`config.mk`:
```
export PLATFORM = sky130hd
export DESIGN_NAME = blowfish_decrypt_core
export DESIGN_NICKNAME = d
export VERILOG_FILES = /design/src/rtl/blowfish_decrypt_core.sv
export SDC_FILE = /design/constraint.sdc
export NUM_CORES = 2
export LEC_CHECK = 0
export ABC_AREA = 0
export CAP_MARGIN = 15
export CORE_ASPECT_RATIO = 0.5
export CORE_MARGIN = 8
export CORE_UTILIZATION = 44
export DETAILED_ROUTE_END_ITERATION = 12
export SETUP_SLACK_MARGIN = 0.3
export SLEW_MARGIN = 10
export SYNTH_ARGS = -nofsm -noshare
export SYNTH_HDL_FRONTEND = slang
export SYNTH_SLANG_ARGS = --single-unit
```
`constraint.sdc`:
```
create_clock -name clk -period 4.75 [get_ports clk]
set_input_delay 0.475 -clock clk [delete_from_list [all_inputs] [get_ports clk]]
set_output_delay 0.475 -clock clk [all_outputs]
set_load 0.02 [all_outputs]
```
`src/rtl/blowfish_decrypt_core.sv`:
```
// Iterative Blowfish decryption engine.
// One Feistel round takes two clocks: LOOKUP presents S-box indices, CALC folds in the S-box data.
// The P-array is held locally and walked from ROUNDS+1 down to 2. S-boxes live outside in synchronous memory.
module blowfish_decrypt_core #(
  parameter int unsigned ROUNDS = 16
) (
  input  logic        clk,
  input  logic        rst,
  input  logic        in_valid,
  output logic        in_ready,
  input  logic [63:0] in_data,
  output logic        out_valid,
  input  logic        out_ready,
  output logic [63:0] out_data,
  input  logic        p_we,
  input  logic [4:0]  p_addr,
  input  logic [31:0] p_wdata,
  output logic        sbox_rd,
  output logic [7:0]  sbox_addr0,
  output logic [7:0]  sbox_addr1,
  output logic [7:0]  sbox_addr2,
  output logic [7:0]  sbox_addr3,
  input  logic [31:0] sbox_data0,
  input  logic [31:0] sbox_data1,
  input  logic [31:0] sbox_data2,
  input  logic [31:0] sbox_data3,
  output logic        busy
);

  localparam int unsigned DEPTH = ROUNDS + 2;
  localparam int unsigned IDX_W = $clog2(DEPTH);
  localparam logic [IDX_W-1:0] IDX_FIRST = IDX_W'(ROUNDS + 1);
  localparam logic [IDX_W-1:0] IDX_LAST  = IDX_W'(2);
  localparam logic [IDX_W-1:0] IDX_ONE   = IDX_W'(1);

  typedef enum logic [2:0] {
    S_IDLE   = 3'd0,
    S_LOOKUP = 3'd1,
    S_CALC   = 3'd2,
    S_FINAL  = 3'd3,
    S_HOLD   = 3'd4
  } state_e;

  state_e           state_q, state_d;
  logic [31:0]      l_q, l_d;
  logic [31:0]      r_q, r_d;
  logic [IDX_W-1:0] idx_q, idx_d;
  logic [31:0]      p_q [DEPTH];
  logic [31:0]      p_d [DEPTH];
  logic             out_valid_q, out_valid_d;
  logic [63:0]      out_data_q, out_data_d;
  logic             in_ready_q, in_ready_d;
  logic             busy_q, busy_d;
  logic             sbox_rd_q, sbox_rd_d;

  logic [31:0]      t_c;
  logic [31:0]      f_c;
  logic             p_wr_en_c;

  // Current half-block whitened with the round key; this is what the S-boxes index
  always_comb begin
    t_c = l_q ^ p_q[idx_q];
  end

  // Blowfish F function over the S-box words returned for the previous LOOKUP
  always_comb begin
    f_c = ((sbox_data0 + sbox_data1) ^ sbox_data2) + sbox_data3;
  end

  // S-box indices are driven only while a read is requested, zero otherwise
  always_comb begin
    sbox_addr0 = 8'h00;
    sbox_addr1 = 8'h00;
    sbox_addr2 = 8'h00;
    sbox_addr3 = 8'h00;
    if (sbox_rd_q) begin
      sbox_addr0 = t_c[31:24];
      sbox_addr1 = t_c[23:16];
      sbox_addr2 = t_c[15:8];
      sbox_addr3 = t_c[7:0];
    end
  end

  // P-array writes land only while idle and not on an accepting edge; out-of-range indices fall through
  always_comb begin
    p_wr_en_c = p_we && (state_q == S_IDLE) && !in_valid;
    for (int unsigned i = 0; i < DEPTH; i++) begin
      p_d[i] = p_q[i];
      if (p_wr_en_c && (p_addr == 5'(i))) begin
        p_d[i] = p_wdata;
      end
    end
  end

  // Next-state, datapath and registered-status decode
  always_comb begin
    state_d     = state_q;
    l_d         = l_q;
    r_d         = r_q;
    idx_d       = idx_q;
    out_valid_d = out_valid_q;
    out_data_d  = out_data_q;

    unique case (state_q)
      S_IDLE: begin
        if (in_valid) begin
          l_d     = in_data[63:32];
          r_d     = in_data[31:0];
          idx_d   = IDX_FIRST;
          state_d = S_LOOKUP;
        end
      end
      S_LOOKUP: begin
        l_d     = t_c;
        state_d = S_CALC;
      end
      S_CALC: begin
        l_d     = r_q ^ f_c;
        r_d     = l_q;
        idx_d   = idx_q - IDX_ONE;
        state_d = (idx_q == IDX_LAST) ? S_FINAL : S_LOOKUP;
      end
      S_FINAL: begin
        // Swapping back here undoes the swap of the final round
        out_data_d  = {r_q ^ p_q[0], l_q ^ p_q[1]};
        out_valid_d = 1'b1;
        state_d     = S_HOLD;
      end
      S_HOLD: begin
        if (out_ready) begin
          out_valid_d = 1'b0;
          state_d     = S_IDLE;
        end
      end
      default: begin
        state_d = S_IDLE;
      end
    endcase

    in_ready_d = (state_d == S_IDLE);
    busy_d     = (state_d != S_IDLE);
    sbox_rd_d  = (state_d == S_LOOKUP);
  end

  // State register
  always_ff @(posedge clk) begin
    if (rst) begin
      state_q <= S_IDLE;
    end else begin
      state_q <= state_d;
    end
  end

  // Datapath, P-array and registered outputs
  always_ff @(posedge clk) begin
    if (rst) begin
      l_q         <= 32'h0;
      r_q         <= 32'h0;
      idx_q       <= '0;
      p_q         <= '{default: 32'h0};
      out_valid_q <= 1'b0;
      out_data_q  <= 64'h0;
      in_ready_q  <= 1'b1;
      busy_q      <= 1'b0;
      sbox_rd_q   <= 1'b0;
    end else begin
      l_q         <= l_d;
      r_q         <= r_d;
      idx_q       <= idx_d;
      p_q         <= p_d;
      out_valid_q <= out_valid_d;
      out_data_q  <= out_data_d;
      in_ready_q  <= in_ready_d;
      busy_q      <= busy_d;
      sbox_rd_q   <= sbox_rd_d;
    end
  end

  assign in_ready  = in_ready_q;
  assign out_valid = out_valid_q;
  assign out_data  = out_data_q;
  assign busy      = busy_q;
  assign sbox_rd   = sbox_rd_q;

endmodule

```
# Word level (Yosys, flattened, before mapping)
# Index checks and enable logic that the tools add are counted.
# Widths: inputs -> output; s select.
# op_classes
addsub	3
n_lt_le_gt_ge	1
eq_ne	25
muxes	19
bitwise	6
n_reduce_logical	31
# op_table
cell	n
$bmux 32 s5	1
$xor 32x32->32	5
$mux 32	4
$pmux 32 s3	1
$add 32x32->32	2
$pmux 32 s2	1
$eq 5x4->1 const B	8
$mux 8	4
$eq 5x3->1 const B	4
$logic_and 1x1->1	20
$eq 5x2->1 const B	3
$pmux 3 s5	1
$eq 5x5->1 const B	2
$pmux 5 s2	1
$eq 3x1->1 const B	2
$eq 3x2->1 const B	2
$ge 6x6->1 const B	1
$logic_not 3->1	2
$mux 3	2
$not 5->6	1
$reduce_and 2->1	3
$reduce_bool 3->1	2
$eq 5x1->1 const B	1
$logic_not 5->1	1
9 further kinds	11
# totals
register_bits	716
inputBits	234
out_inout_bits	100
word_cells	112

# Logic depth before layout (Yosys ltp)
# depth
depth_word	6
mapped_depth	22

# Worst setup path before layout
# No wires, ideal clock.
# synth_path
path_kind	input -> register
from	input sbox_data0[0]
to	register l_q[30]
arrival_ns	4.026
required_time_ns	4.676
path_slack_ns	0.650
path_stages	22
path_buffers	0
path_cell_list	ha_1 -> inv_1 -> fa_1 -> inv_1 -> a21oi_1 -> o21ai_1 -> a41oi_1 -> o21bai_1 -> a21oi_1 -> o21ai_0 -> a31oi_1 -> xnor2_1 -> ha_1 -> a21o_1 -> a21o_1 -> a221oi_1 -> nor2_1 -> nor3_1 -> o21ai_1 -> xnor2_1 -> nand2_1 -> a31oi_1
# synth_between
elab_chain_len	5
# synth_lines
item	line	source
start: declaration	23	input logic [31:0] sbox_data0,
$add 32x32->32	67	f_c = ((sbox_data0 + sbox_data1) ^ sbox_data2) + sbox_data3;
$xor 32x32->32	67	
$add 32x32->32	67	
$xor 32x32->32	118	l_d = r_q ^ f_c;
$pmux 32 s3	104	unique case (state_q)
end signal: assignment	167	l_q <= l_d;
end: declaration	45	logic [31:0] l_q, l_d;
# Every way passes these cells.
# A chain may end at the register's enable or synchronous reset.

# Worst setup path in the final report
# layout_path
from	register idx_q[0]
to	output sbox_addr2[1]
# layout_between
elab_chain_len	6
# layout_lines
item	line	source
start: declaration	47	logic [IDX_W-1:0] idx_q, idx_d;
start signal: assignment	169	idx_q <= idx_d;
$not 5->6 (not written as such)	62	t_c = l_q ^ p_q[idx_q];
$bmux 32 s5	62	
$mux 32 (not written as such) (2 in series)	62	
$xor 32x32->32	62	
$mux 8	76	if (sbox_rd_q) begin
end: declaration	21	output logic [7:0] sbox_addr2,
# Every way passes these cells. The select of a mux whose other input is x is not followed.

==> metrics.md <==
| Metric | Value |
|---|---|
| Clock Tree Buf Depth | 3 |
| Reg clk slew, reported paths | about 80 ps |
| Number of global-route vias before repair | 29300 |
| Cell area after synthesis | 0.0348 mm² |
| Horizontal die dimension | just over 400 µm |
| Hold Vio Cnt, Final | 0 |
| Total power divided by cell area | 351 mW/mm² |
| Die area | 0.0888 mm² |
| Height of the chip | 215 µm |
| Final core utilization | 53.4% |
| Dpl cells | 5448 |
| Switching share of power | 27.6% |
| Top achievable clock speed | 0.235 GHz |
| Hold crit path type | in2reg |
| Cell-internal power | 0.0107 W |
| H-tree level count | 2 |
| Vias after detailed routing | roughly 31000 |
| Most frequent cells in the layout | 1280 x nand2_1, 718 x a21oi_1, 711 x dfxtp_1 |
| GPL Wtd Cong | roughly 0.93 |
| Most common cell after layout, fill and taps aside | nand2_1 |
| Share of final-layout standard cells stronger than drive strength 1 | 11.6% |
| Number of DRC markers in iteration 0 | 2957 |
| Non-Filler Instances | ~5600 |
| Source-to-sink clock delay at the later pin of the worst-skew pair | approximately 640 ps |
| Main combinational cell family by area after synthesis | simple AND/OR/NAND/NOR gates |
| Synthesis-to-finish area growth | 21.0% |
| Number of clock sinks seen by CTS | between 700 and 800 |
| Wire length per cell | around 21 µm |
| Root buf cell | clkbuf_16 |
| Post-synthesis async set-or-reset flop share | 0% |
| Crit path largest cell delay | 610 ps |
| Xor/xnor cell area share of the yosys netlist | 5.47% |
| Fraction of power consumed by combinational cells | 18.9% |
| Number of flops mapped to enable cells by yosys | 0 |
| Post-DR vias/cell | 5.62 |
| Routed wire length | 119000 µm |
| Adder and majority cell fraction of the synthesized area | 2.56% |
| Starting density of the core | 44.1% |
| Number of remaining DRC errors | 0 |
| Syn avg cell area | 8.19 µm² |
| Worst slew pin tran | 934 ps |
| Residual overflow from global routing | 0 |
| Kind of critical path | reg2out |
| Layout net count | 4776 |
| Syn nets | ~4500 |
| Proportion of power drawn by the clock network | 39.0% |
| CP Buf/Inv Count | 3 |
| Relative max-transition margin | between 30% and 40% |
| Row count | 73 |
| Placeable Area | 0.0788 mm² |
| Half-perimeter wire length after detailed placement | 82400 µm |
| Post-placement setup slack | -278 ps |
| Layout Skew | 22.0 ps |
| Arrival time worst endpoint | 3770 ps |
| Count of port buffers added during placement | 333 |
| Status | complete, no violations |
| Number of antenna-violating nets in the routed design | 0 |
| Fraction of power consumed by sequential logic | a little over two fifths |
| Maximum number of pins on one net before global-route repair | 142 |
| Filler Cells Inserted | around 7400 |
| Yosys reg bits | 716 |
| Tmin final | roughly 4200 ps |
| Number of CTS-inserted buffers | 61 |
| Dominant synthesized flop cell | dfxtp_1 |
| Worst-path cell with the longest stage delay | clkdlybuf4s50_1 |
| Count of max-cap constraint violations | 0 |
| Synthesized-area fraction occupied by ao, oa, aoi and oai cells | 16.4% |
| Maximum net fanout on the critical path | 34 |
| Post-route clock period utilization | 89.4% |
| Global-route wire length before repair | 181000 µm |
| Share of the yosys chip area belonging to registers | 41.2% |
| # IOs | 334 |
| Distinct cell type count after synthesis | 66 |
| Portion of netlist area occupied by mux cells | approximately 11% |
| Setup TNS | 0 ps |
| CP top delay family | multiplexers |
| Clock tree from TritonCTS | yes |
| Data required time at the worst endpoint | 4280 ps |
| Total design power | 0.0148 W |
| Startpoint class of the critical path | flop |
| Global-route usage over all layers | between 20% and 30% |
| Number of antenna violations at the first check in global routing | 3 |
| Final setup violating endpoints | 0 |
| Simple-Gate Fraction of Synth Area | between 10% and 20% |
| Number of optimization iterations in the first detailed-route pass | 6 |
| Highest ir drop seen on vdd | 0.287 mV |
| List of cells traversed by the critical path | buf_12 > buf_12 > mux4_2 > mux4_2 > a21oi_2 > xnor2_1 > and2_1 > clkdlybuf4s50_1 |
| Sw power | 0.00408 W |
| Synthesis Warnings | 0 |
| Capturing element type of the critical path | output port |
| Number of max-slew violations in the final report | 0 |
| Worst Slack Setup Final | 503 ps |
| RSZ-0062 raised after global routing | true |
| Standby leakage power | between 10 and 15 nW |
| Syn Inst Count | ~4200 |
## cell usage after synthesis, drive strengths merged, types with 3 or more instances
cell type / instances / area share [%]
a2111oi: 3 / 0.076
a211oi: 82 / 1.8
a21boi: 3 / 0.065
a21o: 29 / 0.63
a21oi: 738 / 11
a311oi: 4 / 0.10
a31oi: 12 / 0.22
and2: 37 / 0.67
and3: 7 / 0.13
buf: 42 / 0.82
clkbuf: 320 / 3.5
dfxtp: 716 / 41
ha: 68 / 2.4
inv: 26 / 0.28
mux2i: 41 / 1.2
mux4: 150 / 9.7
nand2: 1285 / 14
nand2b: 15 / 0.27
nand3: 29 / 0.42
nand4: 10 / 0.18
nor2: 218 / 2.4
nor2b: 8 / 0.14
nor3: 34 / 0.50
o211ai: 5 / 0.11
o21a: 5 / 0.11
o21ai: 44 / 0.63
o21bai: 8 / 0.17
o221ai: 37 / 0.93
o22ai: 11 / 0.20
o311ai: 3 / 0.076
or3: 4 / 0.072
or4: 3 / 0.065
xnor2: 170 / 4.3
xor2: 47 / 1.2
## registers in the layout, summed over array words and instances (netlist names)
register and flops:
p_q 576, out_data 64, l_q 32, r_q 32
idx_q 5, state_q 3, busy 1, in_ready 1
out_valid 1, sbox_rd 1
## cells by family (layout without fill, tap and decap cells)
group	count (synthesis)	count (layout)
buffers and inverters	389	669
AOI/OAI and AO/OA	1003	1003
xor gates and xnor gates	217	217
muxes	191	191
adders and majority gates	70	70
DFF	716	716
other	0	1
and+or+nand+nor	1659	1659
## repair_timing
| item | CTS | global route |
|---|---|---|
| gates resized for setup | 0 | 21 |
| endpoints found under the setup margin | 7 | 17 |
| setup buffers | 4 | 7 |
| cloned | 0 | 0 |
| pin swaps | 0 | 16 |
| hold buffers | 0 | 0 |
## area by class of cell
class	instances	area (µm²)	area share [%]
Antenna cell	1	2.50	0.00595
Inverter	27	101	0.241
Timing Repair Buffer	526	5010	11.9
Multi-Input combinational cell	3140	19000	45.2
Tap cell	1050	1310	3.12
Sequential cell	716	14300	34.1
Clock buffer	83	1790	4.25
Clock inverter	33	502	1.19
## final timing paths
| path | start | endpoint | slack (ps) | cells past startpoint |
|---|---|---|---|---|
| max | idx_q[0] | sbox_addr2[1] | 500 | 8 |
| min | rst | r_q[23] | 330 | 2 |
| min reg2reg | p_q[328] | p_q[328] | 450 | 2 |
| max reg2reg | state_q[2] | p_q[69] | 1670 | 7 |
## worst register-to-register path, stage by stage, from the launching register on
cell and delay, ps:
dfxtp_1 440, nor2_1 530, nand4_1 250, nor3_1 530
nand3_1 540, buf_4 450, nand2_1 150, a21oi_1 60
## metrics by stage
step / instance area, µm² / hold WS [ps]
6_report: 42100 / 328
4_1_cts: 41900 / 343
3_3_place_gp: 39600 / 440
5_1_grt: 42100 / 384
2_1_floorplan: 34800 / 433
3_5_place_dp: 39600 / 444
## per-layer routing
| layer | GRT usage [%] | part of all wire [%] |
|---|---|---|
| met1 | 39.2 | 47 |
| met2 | 38.6 | 44 |
| met3 | 3.37 | 7.5 |
| met4 | 3.79 | 1.4 |
| met5 | 0 | 0.021 |
## power by group through the flow
stage | registers, W | clock network [W] | logic [W]
finish | 0.00622 | 0.00576 | 0.00279
global route | 0.00622 | 0.00609 | 0.00301
global placement | 0.00636 | 0 | 0.00268
detailed placement | 0.00636 | 0 | 0.00267
floorplan | 0.00632 | 0 | 0.00163
CTS | 0.00622 | 0.00584 | 0.00271
No activity file was read; power rests on OpenSTA's default activity.
